**src/rtl/noc_pkg.sv**
```systemverilog
// Shared NoC definitions: flit type encodings, type-field position and
// the packet framing states used by the input and output flow control.
package noc_pkg;

    localparam int FLIT_TYPE_BITS = 2;

    typedef enum logic [1:0] {
        FLIT_BODY   = 2'b00,
        FLIT_HEAD   = 2'b01,
        FLIT_TAIL   = 2'b10,
        FLIT_SINGLE = 2'b11
    } flit_type_e;

    typedef enum logic {
        FRAME_IDLE = 1'b0,
        FRAME_PKT  = 1'b1
    } frame_state_e;

    // The type field sits in the top FLIT_TYPE_BITS of every flit.
    function automatic int flit_type_lsb(input int flit_width);
        return flit_width - FLIT_TYPE_BITS;
    endfunction

endpackage

```
**src/rtl/noc_fifo.sv**
```systemverilog
// First-word-fall-through flit buffer with wrapping pointers and an
// occupancy counter; a write is never visible on dout in the same cycle.
module noc_fifo #(
    parameter int FLIT_WIDTH = 34,
    parameter int DEPTH      = 4
) (
    input  logic                       clk,
    input  logic                       rst,
    input  logic                       wr_en,
    input  logic [FLIT_WIDTH-1:0]      din,
    input  logic                       rd_en,
    output logic [FLIT_WIDTH-1:0]      dout,
    output logic                       empty,
    output logic                       full,
    output logic [$clog2(DEPTH):0]     count
);

    localparam int PTR_W = $clog2(DEPTH);
    localparam int CNT_W = PTR_W + 1;
    localparam logic [CNT_W-1:0] FULL_COUNT = CNT_W'(DEPTH);

    logic [FLIT_WIDTH-1:0] mem [DEPTH];
    logic [PTR_W-1:0]      wr_ptr;
    logic [PTR_W-1:0]      rd_ptr;
    logic [CNT_W-1:0]      cnt;
    logic                  do_wr;
    logic                  do_rd;

    assign empty = (cnt == '0);
    assign full  = (cnt == FULL_COUNT);
    assign count = cnt;
    assign dout  = mem[rd_ptr];

    assign do_wr = wr_en && !full;
    assign do_rd = rd_en && !empty;

    always_ff @(posedge clk) begin
        if (do_wr) begin
            mem[wr_ptr] <= din;
        end
    end

    // DEPTH is a power of two, so the pointers wrap by plain overflow.
    always_ff @(posedge clk) begin
        if (rst) begin
            wr_ptr <= '0;
            rd_ptr <= '0;
            cnt    <= '0;
        end else begin
            if (do_wr) begin
                wr_ptr <= wr_ptr + 1'b1;
            end
            if (do_rd) begin
                rd_ptr <= rd_ptr + 1'b1;
            end
            case ({do_wr, do_rd})
                2'b10:   cnt <= cnt + 1'b1;
                2'b01:   cnt <= cnt - 1'b1;
                default: cnt <= cnt;
            endcase
        end
    end

endmodule

```
**src/rtl/input_flow_control.sv**
```systemverilog
// Router input port: return/ready generation toward upstream plus a packet
// framing checker that drops out-of-order flits and flags them on pkt_err.
module input_flow_control
    import noc_pkg::*;
#(
    parameter int FLIT_WIDTH = 34,
    parameter int DEPTH      = 4
) (
    input  logic                       clk,
    input  logic                       rst,
    input  logic                       val,
    input  logic [FLIT_WIDTH-1:0]      din,
    output logic                       ret,
    input  logic                       rd_en,
    output logic [FLIT_WIDTH-1:0]      dout,
    output logic                       empty,
    output logic                       full,
    output logic [$clog2(DEPTH):0]     count,
    output logic                       pkt_err
);

    localparam int TYPE_LSB = flit_type_lsb(FLIT_WIDTH);

    frame_state_e state;
    frame_state_e next_state;
    flit_type_e   ftype;
    logic         accepted;
    logic         frame_ok;
    logic         fifo_wr;

    // ret comes straight from registered occupancy, never from val/rd_en.
    assign ret      = !full;
    assign accepted = val && ret;
    assign ftype    = flit_type_e'(din[TYPE_LSB +: FLIT_TYPE_BITS]);
    assign fifo_wr  = accepted && frame_ok;

    always_ff @(posedge clk) begin
        if (rst) begin
            state   <= FRAME_IDLE;
            pkt_err <= 1'b0;
        end else begin
            state   <= next_state;
            pkt_err <= accepted && !frame_ok;
        end
    end

    // Only accepted flits advance the framing state; bad ones leave it alone.
    always_comb begin
        next_state = state;
        frame_ok   = 1'b0;
        case (state)
            FRAME_IDLE: begin
                if (ftype == FLIT_HEAD) begin
                    frame_ok   = 1'b1;
                    next_state = FRAME_PKT;
                end else if (ftype == FLIT_SINGLE) begin
                    frame_ok = 1'b1;
                end
            end
            FRAME_PKT: begin
                if (ftype == FLIT_BODY) begin
                    frame_ok = 1'b1;
                end else if (ftype == FLIT_TAIL) begin
                    frame_ok   = 1'b1;
                    next_state = FRAME_IDLE;
                end
            end
            default: next_state = FRAME_IDLE;
        endcase
        if (!accepted) begin
            next_state = state;
        end
    end

    noc_fifo #(
        .FLIT_WIDTH (FLIT_WIDTH),
        .DEPTH      (DEPTH)
    ) u_fifo (
        .clk   (clk),
        .rst   (rst),
        .wr_en (fifo_wr),
        .din   (din),
        .rd_en (rd_en),
        .dout  (dout),
        .empty (empty),
        .full  (full),
        .count (count)
    );

endmodule

```
**config.mk**
```make
export PLATFORM = sky130hd
export DESIGN_NAME = input_flow_control
export DESIGN_NICKNAME = d
export VERILOG_FILES = /design/src/rtl/noc_pkg.sv /design/src/rtl/noc_fifo.sv /design/src/rtl/input_flow_control.sv
export SDC_FILE = /design/constraint.sdc
export NUM_CORES = 1
export LEC_CHECK = 0
export ABC_AREA = 1
export CORE_ASPECT_RATIO = 0.8
export CORE_UTILIZATION = 45
export CTS_CLUSTER_DIAMETER = 120
export CTS_CLUSTER_SIZE = 24
export DETAILED_ROUTE_END_ITERATION = 6
export PLACE_DENSITY = 0.7
export REMOVE_ABC_BUFFERS = 1
export SYNTH_ARGS = -nofsm -noshare
export SYNTH_HDL_FRONTEND = slang
export SYNTH_SLANG_ARGS = --single-unit
```
**constraint.sdc**
```tcl
create_clock -name clk -period 4.05 [get_ports clk]
set_clock_uncertainty 0.2 [all_clocks]
set_input_delay 0.6075 -clock clk [delete_from_list [all_inputs] [get_ports clk]]
set_output_delay 0.6075 -clock clk [all_outputs]
set_load 0.01 [all_outputs]
```
# [After elaboration in Yosys (flattened, before gate mapping)]
# Memory sizes are Yosys's and may differ from the RTL's. A register that Yosys moved wholly into a read port is not among the register bits.
# Index checks and enable logic that the tools add are counted.
# Widths: inputs -> output; s select.
[word_totals] romBits=0 ff_bits=9 latchBits=0 ramBits=136 memories=1 in_bits=38
[classes] n_addsub=4 reduce_logical=11 n_bitwise=1 div_mod_pow=0 n_lt_le_gt_ge=0 mul=0 shift=0 n_mux=14 n_eq_ne=6
[memory_table] memory="u_fifo.mem" depth=4 width=34 read_ports=1 rd_ports_with_merged_regs=1 wr=1 line="noc_fifo.sv:22" rtl="logic [FLIT_WIDTH-1:0] mem [DEPTH];"
[op_table] cell="$mux 1" n=9
[op_table] cell="$eq 2x2->1 const B" n=3
[op_table] cell="$pmux 3 s2" n=1
[op_table] cell="$logic_and 1x1->1" n=5
[op_table] cell="$add 2x1->2 const B" n=2
[op_table] cell="$eq 2x1->1 const B" n=2
[op_table] cell="$mux 2" n=2
[op_table] cell="$pmux 1 s2" n=2
[op_table] cell="$add 3x1->3 const B" n=1
[op_table] cell="$eq 3x3->1 const B" n=1
[op_table] cell="$logic_not 1->1" n=3
[op_table] cell="$logic_not 3->1" n=1
[op_table] cell="$sub 3x1->3 const B" n=1
[op_table] cell="$logic_not 2->1" n=1
[op_table] cell="$reduce_bool 2->1" n=1
[op_table] cell="$not 1->1" n=1

# [Logic depth before layout (Yosys ltp)]
# Gate-level depths: netlist (run 1).
[logic_depth] ltp_word=8 depth_mapped=14 ltp_nobuf=14

# [Cells and area by module]
# A second synthesis (run 1) with hierarchy kept.
[hier_totals] hier_cells=417 hier_area_um2=5635.4
[modules_own_cells] mod="noc_fifo" cells_per_inst=399 n_inst=1 seq_area_each_um2=4264.1 area_each_um2=5524.0
[modules_own_cells] mod="input_flow_control" cells_per_inst=18 n_inst=1 seq_area_each_um2=40.0 area_each_um2=111.4

# [Worst setup path before layout (run 1)]
# No wires, ideal clock.
[synth_path] path_kind="input to register" start="input port din[32]" end="memory u_fifo.mem[0][0] (enable)" setup_ns=0.425 n_path_buf=0 cell_stages=4 slack_ns=1.035 arrival_time_ns=2.390 cell_sequence="xnor2_1 > nor2_2 > inv_2 > nor2_1"
[synth_between] elab_chain_cells=8
[synth_lines] element="from (decl)" line="input_flow_control.sv:12" rtl="input logic [FLIT_WIDTH-1:0] din,"
[synth_lines] element="$eq 2x2->1, on equally long branches" line="input_flow_control.sv:63, input_flow_control.sv:56"
[synth_lines] element="$mux 1, on equally long branches" line="input_flow_control.sv:63, input_flow_control.sv:56"
[synth_lines] element="$mux 1, on equally long branches" line="input_flow_control.sv:61, input_flow_control.sv:53"
[synth_lines] element="$pmux 1 s2 *" line="input_flow_control.sv:51" rtl="case (state)"
[synth_lines] element="$logic_and 1x1->1 *" line="input_flow_control.sv:35" rtl="assign fifo_wr = accepted && frame_ok;"
[synth_lines] element="$logic_and 1x1->1 *" line="noc_fifo.sv:34" rtl="assign do_wr = wr_en && !full;"
[synth_lines] element="$mux 1 *" line="noc_fifo.sv:38" rtl="if (do_wr) begin"
[synth_lines] element="$mux 1 (implied by the code) *" line="noc_fifo.sv:39" rtl="mem[wr_ptr] <= din;"
[synth_lines] element="to (decl)" line="noc_fifo.sv:22"
# Every way passes the cells marked *; elsewhere a longest branch is shown, timed or not.

==> summary.md, run 1 <==
| Metric | Value |
|---|---|
| GP Congestion | about 0.79 |
| Worst Hold Class | reg -> reg |
| Worst reg2reg path depth | 14 |
| Rel. slew slack | between 40% and 50% |
| Cell taking the most area after synthesis | edfxtp_1 |
| Area Growth Syn to Fin | 26.2% |
| Static leakage | ~0.0025 µW |
| Die extent in x | ~130 µm |
| WL final | 11500 µm |
| Fin. Hold Viols | 0 |
| Register clock-pin slew on the reported worst setup and hold paths | 60 ps |
| Fraction of layout cells with a size suffix above 1 | between 15 and 20% |
| Critical Path End Type | primary output |
| Setup TNS | 0 ps |
| Vias in the first global route | 3505 |
| CTS resizes | 0 |
| # nets final | 541 |
| Tcrit/Tclk final | 84.6% |
| Max_cap viols | 0 |
| Syn avg cell area | 14.1 µm² |
| Worst Hold End | u_fifo.wr_ptr[1] |
| Register area | between 4000 and 5000 µm² |
| Top-area cell type share of the netlist area | between 60 and 70% |
| Top cells by area, synth | edfxtp_1, o21ai_0, o22ai_2 |
| DR vias/cell | about 5.2 |
| I/O Pins | 79 |
| Worst r2r src | u_fifo.count[0] |
| Post-DP HPWL | 6750 µm |
| Gr ovfl total | 0 |
| Setup crit start kind | flip-flop |
| Starting Density | about 47% |
| Seq/Total Area, Yosys | 73.7% |
| Fmax achieved | roughly 290 MHz |
| Die Footprint | roughly 13000 µm² |
| Multi-input gate area | approximately 1300 µm² |
| Synthesized area | ~5800 µm² |
| Pre-CTS WS | 1070 ps |
| Hold Crit Start | u_fifo.wr_ptr[1] |
| Most frequent cells in the layout | edfxtp_1, clkdlybuf4s50_1, o21ai_0, nor2_1, nor2_2 |
| DR vias | 3539 |
| Max-slew violations | 0 |
| Initial antenna violation count | 0 |
| WHS Path Cells | 2 |
| Cts bufs inserted | 17 |
| Port Buffers | between 70 and 80 |
| Row Count | 36 |
| Root Driver | clkbuf_16 |
| Hold slack | 329 ps |
| Req. time, crit path | 3240 ps |
| TritonCTS clock tree | yes |
| Hold buffers post-CTS | 0 |
| Status | finished clean |
| Worst skew pair latency | ~410 ps |
| Post-route ant nets | 0 |
| Reg-to-reg slack, setup | between 1500 and 2000 ps |
| Residual DRC | 0 |
| Synth cell types | 25 |
| Post-Synthesis Cells | between 400 and 500 |
| Post-CTS Setup Bufs | 0 |
| Data arrival, critical path | between 2000 and 3000 ps |
| Final setup violation count | 0 |
| RSZ-0062 raised after global routing | false |
| Design Power | approximately 4700 µW |
| Core ar. | ~12000 µm² |
| Height of the die | a little over 100 µm |
| Worst vdd ir | 0.335 mV |
| Worst-Margin Slew | approximately 800 ps |
| CTS max path bufs | 2 |
| CP Class | reg -> out |
| Global-route wire length before repair | 18300 µm |
| Max FO, Critical Path | 68 |
| Seq cells post-synth | ~150 |
| Routed length per placed instance | ~17 µm |
| R2R Path End | u_fifo.count[2] |
| H-tree levels | 4 |
| Total Routing Usage GR | 18.2% |
| FILL cells | 963 |
| Commonest non-fill, non-tap cell in the layout | edfxtp_1 |
| 1st-iter DRT viols | ~220 |
| PwrDens | 636 nW/µm² |
| Largest net degree at the start of global routing | 69 |
| Clk sink count | 147 |
| Ant diodes | 0 |
| Post-layout min period | 3420 ps |
| Final worst setup slack | 626 ps |
| YS warnings | 0 |
| Drt pass-1 iters | 5 |
[logic make-up after synthesis]
group	count (synthesis)	share of synthesized area, %
xor+xnor	1	0.150
flops	147	73.7
buf+inv	43	4.37
compound gates	111	12.4
simple gates	106	7.97
fa+ha+maj	6	1.41
[sequential cells by signal, summed over array words and instances (netlist names), named ones only]
| register | cells |
|---|---|
| u_fifo.mem | 136 |
| u_fifo.count | 3 |
| u_fifo.rd_ptr | 2 |
| u_fifo.wr_ptr | 2 |
| pkt_err | 1 |
| state | 1 |
[where the power goes]
part / internal, µW / switching (µW)
logic: 546 / 638
clock network: 1080 / 563
registers: 1780 / 83.5
[metrics by stage]
stage,std cells,util [%],instance area [µm²]
5_1_grt,681,59.3,7370
2_1_floorplan,393,-,5670
4_1_cts,681,59.3,7370
3_5_place_dp,649,54.3,6750
6_report,681,59.3,7370
3_3_place_gp,649,54.3,6750
[critical path, cell delays in order (launching register included)]
cell             delay (ps)
dfxtp_2                 830
inv_6                   390
o21ai_0                 350
o22ai_2                 110
clkdlybuf4s50_1         490
[layer usage]
layer  routed length, µm  track usage [%]  vias up
met4                 147             7.56        0
met2                5400             28.5      102
li1                    -                -     1682
met5                   0                0        -
met3                 516             4.01       16
met1                5390             24.7     1739
[worst max-delay path by stage]
stage | endpoint | slack, ps | depth (start not counted)
after floorplan | u_fifo.mem[0][0] | 1030 | 4
after global placement | dout[31] | 1100 | 4
after detailed placement | u_fifo.count[2] | 1070 | 13
after CTS | dout[1] | 620 | 4
after global routing | dout[1] | 470 | 4
final | dout[4] | 630 | 4
[cells in the mapped netlist]
master	instances
inv_1	17
o22ai_2	20
xnor2_1	1
o22ai_1	14
fa_1	1
inv_6	1
nor3_1	1
clkbuf_2	3
buf_4	2
nand3_2	1
buf_12	3
buf_6	2
nor2_2	21
o21ai_0	69
dfxtp_1	11
inv_2	4
o21ai_1	4
ha_1	5
nand4_1	2
nand3_1	2
nor2_1	66
nand2_1	13
a21oi_1	4
buf_2	11
edfxtp_1	136
[cell type report]
cell class | instances | share of cell area (%)
clock buffer | 19 | 5.87
clock inverter | 13 | 2.56
inverter | 22 | 1.19
multi-input combinational | 224 | 17.8
sequential | 147 | 58.4
tap | 171 | 2.90
timing repair buffer | 85 | 11.3
Note: power is estimated with default switching activity, not from simulation.
==> run 2: changes to the inputs <==
- clock period: 4.05 -> 3.3 ns (I/O delays scaled with it)
==> summary.md, run 2 (synthesis results as in run 1) <==
| Metric | Value |
|---|---|
| Setup TNS | 0 ps |
| Max_cap viols | 0 |
| GP Congestion | approximately 0.74 |
| Hold buffers post-CTS | 0 |
| Gr ovfl total | 0 |
| Max FO, Critical Path | 68 |
| Residual DRC | 0 |
| Req. time, crit path | 2600 ps |
| Most flops, register | u_fifo.mem |
| WL final | roughly 11000 µm |
| Port Buffers | 78 |
| Vias in the first global route | 3407 |
| Row Count | 36 |
| Root Driver | clkbuf_16 |
| Final setup violation count | 0 |
| Die extent in x | 129 µm |
| Drt pass-1 iters | 4 |
| Tcrit/Tclk final | between 90% and 100% |
| Total Routing Usage GR | roughly 18% |
| I/O Pins | 79 |
| Initial antenna violation count | 1 |
| Worst vdd ir | around 0.43 mV |
| Data arrival, critical path | about 2300 ps |
| Global-route wire length before repair | between 15000 and 20000 µm |
| Setup crit start kind | flip-flop |
| Area Growth Syn to Fin | 27.4% |
| CTS max path bufs | 2 |
| Die Footprint | ~13000 µm² |
| RSZ-0062 raised after global routing | false |
| DR vias | 3513 |
| Max-slew violations | 0 |
| Hold Crit Start | u_fifo.rd_ptr[1] |
| Fraction of layout cells with a size suffix above 1 | between 15 and 20% |
| Fmax achieved | 330 MHz |
| Status | finished clean |
| DR vias/cell | 5.14 |
| Final Util | about three fifths |
| Post-layout min period | roughly 3000 ps |
| H-tree levels | 4 |
| Fin. Hold Viols | 0 |
| CP Class | reg -> out |
| Largest net degree at the start of global routing | between 60 and 70 |
| Routed length per placed instance | around 17 µm |
| Worst Hold Class | reg -> reg |
| PwrDens | ~770 nW/µm² |
| Commonest non-fill, non-tap cell in the layout | edfxtp_1 |
| Fin cells | approximately 680 |
| Worst r2r src | u_fifo.count[0] |
| Static leakage | around 0.0025 µW |
| Worst skew pair latency | just over 400 ps |
| Multi-input gate area | ~1300 µm² |
| Clk sink count | ~150 |
| Worst-Margin Slew | roughly 580 ps |
| Cts bufs inserted | 17 |
| Post-route ant nets | 0 |
| 1st-iter DRT viols | slightly below 200 |
| Starting Density | a little under half |
| Register area | 4310 µm² |
| Most frequent cells in the layout | edfxtp_1, clkdlybuf4s50_1, o21ai_0, nor2_1, nor2_2 |
| Max reg flops | ~140 |
| FILL cells | between 900 and 1000 |
| Post-CTS Setup Bufs | 0 |
| Post-DP HPWL | 6470 µm |
| Cells after DPL | 650 |
| Register clock-pin slew on the reported worst setup and hold paths | 60 ps |
| CTS resizes | 0 |
| Height of the die | approximately 100 µm |
| Core ar. | roughly 12000 µm² |
| # nets final | between 500 and 600 |
| Critical Path End Type | primary output |
| Rel. slew slack | 61.2% |
| Hold slack | between 300 and 400 ps |
| TritonCTS clock tree | yes |
==> run 2: cell count changes in the layout (fill, tap and decap cells not counted) <==
cell	change
buf_4	-4
buf_12	+5
diode_2	+1
inv_6	+1
clkinv_2	+2
clkinv_1	-5
clkinv_4	+2
clkinvlp_4	+1
bufinv_16	-1
==> run 2: worst max-delay path, cell delays in order, from the launching register on <==
cell and delay (ps):
dfxtp_2 430, inv_6 430, nor2_1 80, o22ai_1 310, clkdlybuf4s50_1 600
==> run 2: final timing paths <==
| kind | end | slack (ps) | cells after the start |
|---|---|---|---|
| min | flip-flop | 320 | 2 |
| max | dout[33] | 270 | 4 |
| max reg2reg | u_fifo.count[2] | 1030 | 14 |
| min reg2reg | flip-flop | 320 | 2 |
==> run 2: power by group <==
| group | switching (µW) | internal, µW | total [µW] |
|---|---|---|---|
| clock network | 720 | 1260 | 1980 |
| logic | 825 | 692 | 1520 |
| registers | 71.5 | 2180 | 2250 |
==> run 2: per-stage QoR <==
stage | area [µm²] | setup slack, ps | total power (µW)
floorplan | 5670 | 337 | 3040
global placement | 6820 | 513 | 3790
detailed placement | 6820 | 444 | 3810
CTS | 7440 | 261 | 5800
global route | 7440 | 127 | 6010
finish | 7440 | 266 | 5750
==> run 2: area by class of cell <==
cell class | instances | share of cell area (%)
diodes | 1 | 0.0336
clock buffers | 19 | 5.82
clock inverters | 13 | 2.47
inverters | 22 | 1.18
multi-input cells | 224 | 17.6
flip-flops and latches | 147 | 57.9
well taps | 171 | 2.88
repair buffers | 86 | 12.1
==> run 2: routing by layer <==
| metal | vias up | part of all wire, % | GRT usage [%] |
|---|---|---|---|
| met1 | 1721 | 47 | 24.6 |
| met3 | 15 | 4.3 | 4.99 |
| met2 | 89 | 47 | 27.4 |
| met4 | 0 | 1.6 | 7.14 |
| met5 | - | 0 | 0 |
| li1 | 1688 | - | - |
